`config.mk`:
```
export PLATFORM = sky130hd
export DESIGN_NAME = alu_cmd_sequencer
export DESIGN_NICKNAME = d
export VERILOG_FILES = /design/src/rtl/alu_cmd_sequencer.sv
export SDC_FILE = /design/constraint.sdc
export NUM_CORES = 1
export LEC_CHECK = 0
export CORE_ASPECT_RATIO = 0.7
export CORE_UTILIZATION = 43
export CTS_CLUSTER_DIAMETER = 40
export DETAILED_ROUTE_END_ITERATION = 16
export MAX_ROUTING_LAYER = met4
export PLACE_DENSITY_LB_ADDON = 0.1
export REMOVE_ABC_BUFFERS = 1
export SLEW_MARGIN = 30
export SYNTH_ARGS = -nofsm -noshare
export SYNTH_HDL_FRONTEND = slang
export SYNTH_SLANG_ARGS = --single-unit
```
`constraint.sdc`:
```
create_clock -name clk -period 2.55 [get_ports clk]
set_clock_uncertainty 0.2 [all_clocks]
set_input_delay 0.51 -clock clk [delete_from_list [all_inputs] [get_ports clk]]
set_output_delay 0.51 -clock clk [all_outputs]
set_load 0.005 [all_outputs]
```
`src/rtl/alu_cmd_sequencer.sv`:
```
// alu_cmd_sequencer: valid/ready command front end for the 8-bit ALU.
// It owns the accumulator, registers the ALU inputs, and captures the ALU
// result one cycle later. The response is held until it is accepted.
module alu_cmd_sequencer #(
  parameter logic [7:0] DIV0_RESULT = 8'hFF,
  parameter logic [7:0] ACC_RESET   = 8'h00
) (
  input  logic       clk,
  input  logic       rst_n,
  input  logic       cmd_valid,
  output logic       cmd_ready,
  input  logic       cmd_load,
  input  logic [3:0] cmd_op,
  input  logic [7:0] cmd_data,
  output logic [7:0] alu_operand_a,
  output logic [7:0] alu_operand_b,
  output logic [3:0] alu_operation,
  input  logic [7:0] alu_result,
  input  logic       alu_carry,
  output logic       rsp_valid,
  input  logic       rsp_ready,
  output logic [7:0] rsp_result,
  output logic       rsp_carry,
  output logic       rsp_zero,
  output logic       rsp_div0,
  output logic [7:0] acc
);

  localparam int unsigned DW = 8;
  localparam int unsigned OW = 4;
  localparam logic [OW-1:0] OP_ADD = 4'b0000;
  localparam logic [OW-1:0] OP_DIV = 4'b0011;

  typedef enum logic [1:0] {
    ST_IDLE = 2'd0,
    ST_EXEC = 2'd1,
    ST_RESP = 2'd2
  } state_t;

  state_t          r_state;
  state_t          w_state_next;
  logic [DW-1:0]   r_acc;
  logic [DW-1:0]   r_alu_operand_a;
  logic [DW-1:0]   r_alu_operand_b;
  logic [OW-1:0]   r_alu_operation;
  logic [DW-1:0]   r_rsp_result;
  logic            r_rsp_carry;
  logic            r_rsp_div0;
  logic            w_cmd_fire;
  logic            w_rsp_fire;
  logic            w_div0;

  assign w_cmd_fire = cmd_valid && (r_state == ST_IDLE);
  assign w_rsp_fire = rsp_ready && (r_state == ST_RESP);
  assign w_div0     = (r_alu_operation == OP_DIV) && (r_alu_operand_b == DW'(0));

  // State register
  always_ff @(posedge clk or negedge rst_n) begin
    if (!rst_n) begin
      r_state <= ST_IDLE;
    end else begin
      r_state <= w_state_next;
    end
  end

  // Next-state decode: loads skip EXEC, ALU ops spend exactly one cycle there
  always_comb begin
    w_state_next = r_state;
    case (r_state)
      ST_IDLE: begin
        if (w_cmd_fire) begin
          w_state_next = cmd_load ? ST_RESP : ST_EXEC;
        end
      end
      ST_EXEC: w_state_next = ST_RESP;
      ST_RESP: begin
        if (w_rsp_fire) begin
          w_state_next = ST_IDLE;
        end
      end
      default: w_state_next = ST_IDLE;
    endcase
  end

  // Datapath: operand capture on accept, result/accumulator capture in EXEC
  always_ff @(posedge clk or negedge rst_n) begin
    if (!rst_n) begin
      r_acc           <= ACC_RESET;
      r_alu_operand_a <= '0;
      r_alu_operand_b <= '0;
      r_alu_operation <= '0;
      r_rsp_result    <= '0;
      r_rsp_carry     <= 1'b0;
      r_rsp_div0      <= 1'b0;
    end else begin
      if (w_cmd_fire) begin
        if (cmd_load) begin
          r_acc        <= cmd_data;
          r_rsp_result <= cmd_data;
          r_rsp_carry  <= 1'b0;
          r_rsp_div0   <= 1'b0;
        end else begin
          r_alu_operand_a <= r_acc;
          r_alu_operand_b <= cmd_data;
          r_alu_operation <= cmd_op;
        end
      end else if (r_state == ST_EXEC) begin
        // Carry is only meaningful for ADD; the ALU drives it for every op
        r_rsp_carry <= alu_carry && (r_alu_operation == OP_ADD);
        if (w_div0) begin
          r_rsp_result <= DIV0_RESULT;
          r_rsp_div0   <= 1'b1;
        end else begin
          r_rsp_result <= alu_result;
          r_rsp_div0   <= 1'b0;
          r_acc        <= alu_result;
        end
      end
    end
  end

  // Outputs: handshake flags decoded from state, payload straight from registers
  assign cmd_ready     = (r_state == ST_IDLE);
  assign rsp_valid     = (r_state == ST_RESP);
  assign rsp_result    = r_rsp_result;
  assign rsp_carry     = r_rsp_carry;
  assign rsp_div0      = r_rsp_div0;
  assign rsp_zero      = (r_rsp_result == DW'(0));
  assign acc           = r_acc;
  assign alu_operand_a = r_alu_operand_a;
  assign alu_operand_b = r_alu_operand_b;
  assign alu_operation = r_alu_operation;

endmodule

```
# [Yosys cells after proc, flatten, opt, wreduce, memory -nomap -nowiden]
# Cells that the tools add are included.
[classes] n_mux=17 bitwise_logic=1 n_eq_ne=7 n_reduce_logical=13
[op_table] op="8-bit two-way mux" n=7
[op_table] op="8-bit logical NOT" n=2
[op_table] op="1-bit two-way mux" n=6
[op_table] op="2-bit two-way mux" n=3
[op_table] op="2-bit case mux with 3 select lines" n=1
[op_table] op="2-bit AND reduction" n=3
[op_table] op="4-bit by 2-bit equality test with 1-bit output (second input constant)" n=1
[op_table] op="1-bit logical AND" n=4
[op_table] op="4-bit logical NOT" n=1
[op_table] op="2-bit by 1-bit inequality test with 1-bit output (second input constant)" n=2
[op_table] op="2-bit inequality test (second input constant)" n=2
[op_table] op="3-bit AND reduction" n=1
[op_table] op="2-bit by 1-bit equality test with 1-bit output (second input constant)" n=1
[op_table] op="2-bit equality test (second input constant)" n=1
[op_table] op="2-bit logical NOT" n=1
[op_table] op="2-bit nonzero test" n=1
[op_table] op="1-bit inverter" n=1
[word_totals] in_bits=26 regBits=40 output_inout_bits=41

# [Longest topological paths before layout]
[depth] depth_word=5 mapped_depth=6 mapped_depth_nobuf=4

# [Worst setup path after synthesis]
# No wires, ideal clock.
[synth_path] path_kind="input to register" startpoint="input cmd_valid" endpoint="register r_alu_operand_a[0], in the netlist alu_operand_a[0]" stages=5 slack_ps=619 setup_ps=127 t_required_ps=2223 t_arrival_ps=1604 n_path_buf=2 cell_sequence="or3b_4 buf_6 nor2_8 buf_6 mux2_1"
[synth_via] elab_chain_len=2
[synth_rtl] element="start, declared" line="10" source="input logic cmd_valid,"
[synth_rtl] element="1-bit logical AND" line="53" source="assign w_cmd_fire = cmd_valid && (r_state == ST_IDLE);"
[synth_rtl] element="2-bit AND reduction (no line)"
[synth_rtl] element="end signal, assigned" line="103" source="r_alu_operand_a <= r_acc;"
[synth_rtl] element="end, declared" line="43" source="logic [DW-1:0] r_alu_operand_a;"
# Every way passes these cells.
# A chain may end at the register's enable or synchronous reset.

# [Worst setup path in the final report]
[layout_path] startpoint="register r_rsp_result[1], in the netlist rsp_result[1]" endpoint="output rsp_zero"
[layout_via] elab_chain_len=1
[layout_rtl] element="start, declared" line="46" source="logic [DW-1:0] r_rsp_result;"
[layout_rtl] element="start signal, assigned" line="99" source="r_rsp_result <= cmd_data;"
[layout_rtl] element="start signal, assigned" line="114" source="r_rsp_result <= alu_result;"
[layout_rtl] element="8-bit logical NOT" line="128" source="assign rsp_zero = (r_rsp_result == DW'(0));"
[layout_rtl] element="end, declared" line="24" source="output logic rsp_zero,"
# Every way passes these cells.

==> key figures <==
Status
  – Run status: finished with violations
  – Violations in the final reports: hold timing

Place
  – Total cell area at the placement stage: 2450 sq um
  – Number of cells in the design after placement: 244
  – Buffers added on ports: 66
  – Final weighted congestion of routability-driven global placement: 0.805
  – Pre-CTS worst setup slack: 77.8 ps
  – Detailed-placement wirelength estimate: 3.06 mm

STA
  – Smallest hold slack: -24.1 ps
  – Final Hold Violating Endpoints: 40
  – FMAX: 428 MHz
  – Setup ws final: 214 ps
  – Setup repair after global routing missed its margin: false
  – Final total negative setup slack: 0 ps
  – Min cycle time layout: 2340 ps
  – Max-slew violations: 0
  – Slew Limit Headroom: 67.7%
  – Total setup violations reported at the end of the flow: 0
  – Tcrit/Tclk final: 91.6%
  – Worst Max-Slew Pin Slew: 484 ps

Power
  – Static Leakage: 1.06 nW
  – Combinational share of power: 37.9%
  – Net switching fraction of the power: 30.7%
  – Sum of internal, switching and leakage power: 2.46 mW
  – Part of the total power dissipated in sequential elements: 44.1%
  – Power Density: 955 nW/um^2
  – Internal: 1.70 mW
  – Clk pwr share: 18.1%
  – Net switching power: 0.755 mW
  – Maximum vdd ir drop: 0.000541 V

Detailed routing
  – Drt first pass iters: 4
  – Drt drc: 0
  – DR WL/cell: 16.6 um
  – Initial DRC Count: 85
  – Via total after detailed routing: 1323
  – Number of nets with antenna violations after detailed routing: 0
  – Total wire length after detailed routing: 4.19 mm
  – Via-to-Cell Ratio: 5.23

Yosys
  – Number of flops mapped to enable cells by yosys: 0
  – Share of the synthesized area in the top cell type: 57.4%
  – Synth Instances: 129
  – Cell type contributing the most total cell area after synthesis: sky130_fd_sc_hd__dfrtp_1
  – Cell area after synthesis: 1740 sq um
  – Register bit count reported by yosys: 40
  – Count of unique library cells instantiated by Yosys: 23
  – Yosys warning total: 0
  – Seq/Total Area, Yosys: 57.4%
  – Count leader, synth: sky130_fd_sc_hd__dfrtp_1
  – Mean cell area of the mapped netlist: 13.5 sq um
  – FFs w/ async S/R, synth: 100%
  – Top cells by area, synth: sky130_fd_sc_hd__dfrtp_1 (57%), sky130_fd_sc_hd__mux2_1 (13%), sky130_fd_sc_hd__a21oi_1 (6.0%), sky130_fd_sc_hd__mux2i_1 (4.6%), sky130_fd_sc_hd__buf_6 (3.2%)
  – Primary FF master, synth: sky130_fd_sc_hd__dfrtp_1
  – Most instantiated cells after synthesis: sky130_fd_sc_hd__dfrtp_1 (40), sky130_fd_sc_hd__a21oi_1 (21), sky130_fd_sc_hd__mux2_1 (20), sky130_fd_sc_hd__nor2_1 (11), sky130_fd_sc_hd__mux2i_1 (8)

Clock tree
  – Clock latency on the worst-skew pair: 300 ps
  – Bufs on Longest Clock Path: 2
  – Number of clock sinks seen by CTS: 40
  – CTS tree: yes
  – CTS Buf Count: 5
  – Root Buffer Master: sky130_fd_sc_hd__clkbuf_8
  – Clock slew at reported path FFs: 80 ps
  – H-tree depth: 2
  – CTS hold repair buffers: 0

Critical path
  – Highest-delay cell along the critical path: sky130_fd_sc_hd__or4_4
  – CP Cell Sequence: or4_4, nor2_4, dlygate4sd2_1
  – Largest stage delay, worst path: 570 ps
  – Largest fanout on the critical path: 2
  – Depth of the worst register-to-register path: 5
  – Data arrival time at the worst-slack endpoint: 1630 ps
  – Kind of start point of the critical path: flip-flop
  – Required time reported for the critical path endpoint: 1840 ps
  – Register-to-register setup slack: 650 ps
  – Critical setup path kind: flip-flop to output pin
  – Kind of capture point of the worst setup path: output pin
  – Worst flop-to-flop path endpoint: rsp_result[3]
  – Worst R2R Start: r_state[1]

GRT
  – Initial antenna violation count: 0
  – Combined global-route utilization of all metal layers: 22.0%
  – Number of global-route vias before repair: 1377
  – Global-route wire length before repair: 6.88 mm
  – Largest net degree at the start of global routing: 41
  – Overflow left after global routing: 0

Die
  – Std cell rows: 18
  – Die outline height: 55.3 um
  – Initial cell density of the core: 47.2%
  – Boundary pin count: 67
  – Die span in x: 78.1 um
  – Total core area: 3690 sq um
  – Die area: 4320 sq um

Cells and area
  – Number of diodes added for antenna fixing: 0
  – Footprint of the multi-input gates: 693 sq um
  – Post-layout instance count excluding filler cells: 253
  – Final Instance Area: 2570 sq um
  – Flip-flop and latch area: 1000 sq um
  – Number of fill cells in the layout: 293
  – Share of post-route cells with drive strength above 1: 14.3%
  – Synthesis-to-finish area growth: 47.5%
  – Number of nets in the finished design: 228

Hold path
  – Kind of path behind the tightest hold check: input pin to asynchronous set/reset pin

Flow run
  – Max-cap violations: 0
## sequential cells by signal, indices dropped and copies added, names as in the netlist
name and flops:
acc 8, alu_operand_b 8, r_state 2, rsp_result 8, rsp_div0 1, rsp_carry 1, alu_operation 4, alu_operand_a 8
## stage by stage
| step | utilization [%] | hold WS, ps |
|---|---|---|
| 2_1_floorplan | - | 14.4 |
| 3_3_place_gp | 66.4 | 268 |
| 3_5_place_dp | 66.4 | 274 |
| 4_1_cts | 69.6 | 161 |
| 5_1_grt | 69.6 | 11.4 |
| 6_report | 69.6 | -24.1 |
## power groups by stage
stage,logic [mW],registers [mW],clock network (mW)
floorplan,0.296,1.07,0
global placement,0.900,1.07,0
detailed placement,0.924,1.09,0
CTS,0.942,1.08,0.452
global route,1.00,1.12,0.479
finish,0.930,1.08,0.444
## worst max path at each step
| stage | from | to | cells past startpoint |
|---|---|---|---|
| floorplan | cmd_valid | alu_operand_a[0] | 3 |
| global placement | cmd_valid | acc[1] | 6 |
| detailed placement | cmd_valid | rsp_result[3] | 6 |
| CTS | rsp_result[1] | rsp_zero | 3 |
| global route | rsp_result[1] | rsp_zero | 3 |
| finish | rsp_result[1] | rsp_zero | 3 |
## repair_timing
item                                   in CTS  in global routing
gates resized for setup                     5                  0
setup buffers                               1                  0
setup endpoints to repair                   1                  0
endpoints found under the hold margin       0                  0
## critical path, delay by kind of cell, from the launching register on
family,cells,cell delay (ps)
DFF,1,400
and+or+nand+nor,2,700
buffers and inverters,1,240
## layout by cell type, fill, tap and decap left out
cell type / count
sky130_fd_sc_hd__a21oi_2: 4
sky130_fd_sc_hd__nand4_4: 1
sky130_fd_sc_hd__nor4_1: 1
sky130_fd_sc_hd__nand3_1: 1
sky130_fd_sc_hd__nand2_1: 2
sky130_fd_sc_hd__inv_1: 1
sky130_fd_sc_hd__clkdlybuf4s50_1: 64
sky130_fd_sc_hd__nor4b_4: 2
sky130_fd_sc_hd__nand2b_1: 1
sky130_fd_sc_hd__buf_12: 1
sky130_fd_sc_hd__and2_4: 1
sky130_fd_sc_hd__or3b_4: 1
sky130_fd_sc_hd__dlygate4sd2_1: 1
sky130_fd_sc_hd__mux2_1: 20
sky130_fd_sc_hd__dfrtp_1: 40
sky130_fd_sc_hd__mux2i_1: 8
sky130_fd_sc_hd__or4_4: 2
sky130_fd_sc_hd__or2_1: 1
sky130_fd_sc_hd__buf_4: 6
sky130_fd_sc_hd__a21oi_1: 21
sky130_fd_sc_hd__nor2_1: 10
sky130_fd_sc_hd__o21ai_1: 2
sky130_fd_sc_hd__clkbuf_8: 6
sky130_fd_sc_hd__nor2_4: 1
sky130_fd_sc_hd__nor2_8: 1
sky130_fd_sc_hd__o21ai_0: 1
sky130_fd_sc_hd__nor4_4: 1
sky130_fd_sc_hd__clkinvlp_4: 2
## kinds of logic after synthesis
family | share of synthesized area (%)
DFF | 57.4
AOI/OAI and AO/OA | 8.89
muxes | 17.5
and+or+nand+nor | 12.5
buffers and inverters | 3.73
## layout make-up
| cell class | count | share of cell area (%) |
|---|---|---|
| Clock inverter | 2 | 0.584 |
| Inverter | 1 | 0.146 |
| Tap cell | 50 | 2.43 |
| Timing Repair Buffer | 72 | 27.8 |
| Clock buffer | 6 | 3.21 |
| Multi-Input combinational cell | 82 | 26.9 |
| Sequential cell | 40 | 38.9 |
## routing by layer
metal	vias to the layer above	track usage (%)	wire length [um]
li1	609	-	-
met1	655	28.2	1850
met2	54	34.8	2060
met3	5	4.96	249
met4	0	7.14	38
met5	-	-	0
Note: power is estimated with default switching activity, not from simulation.
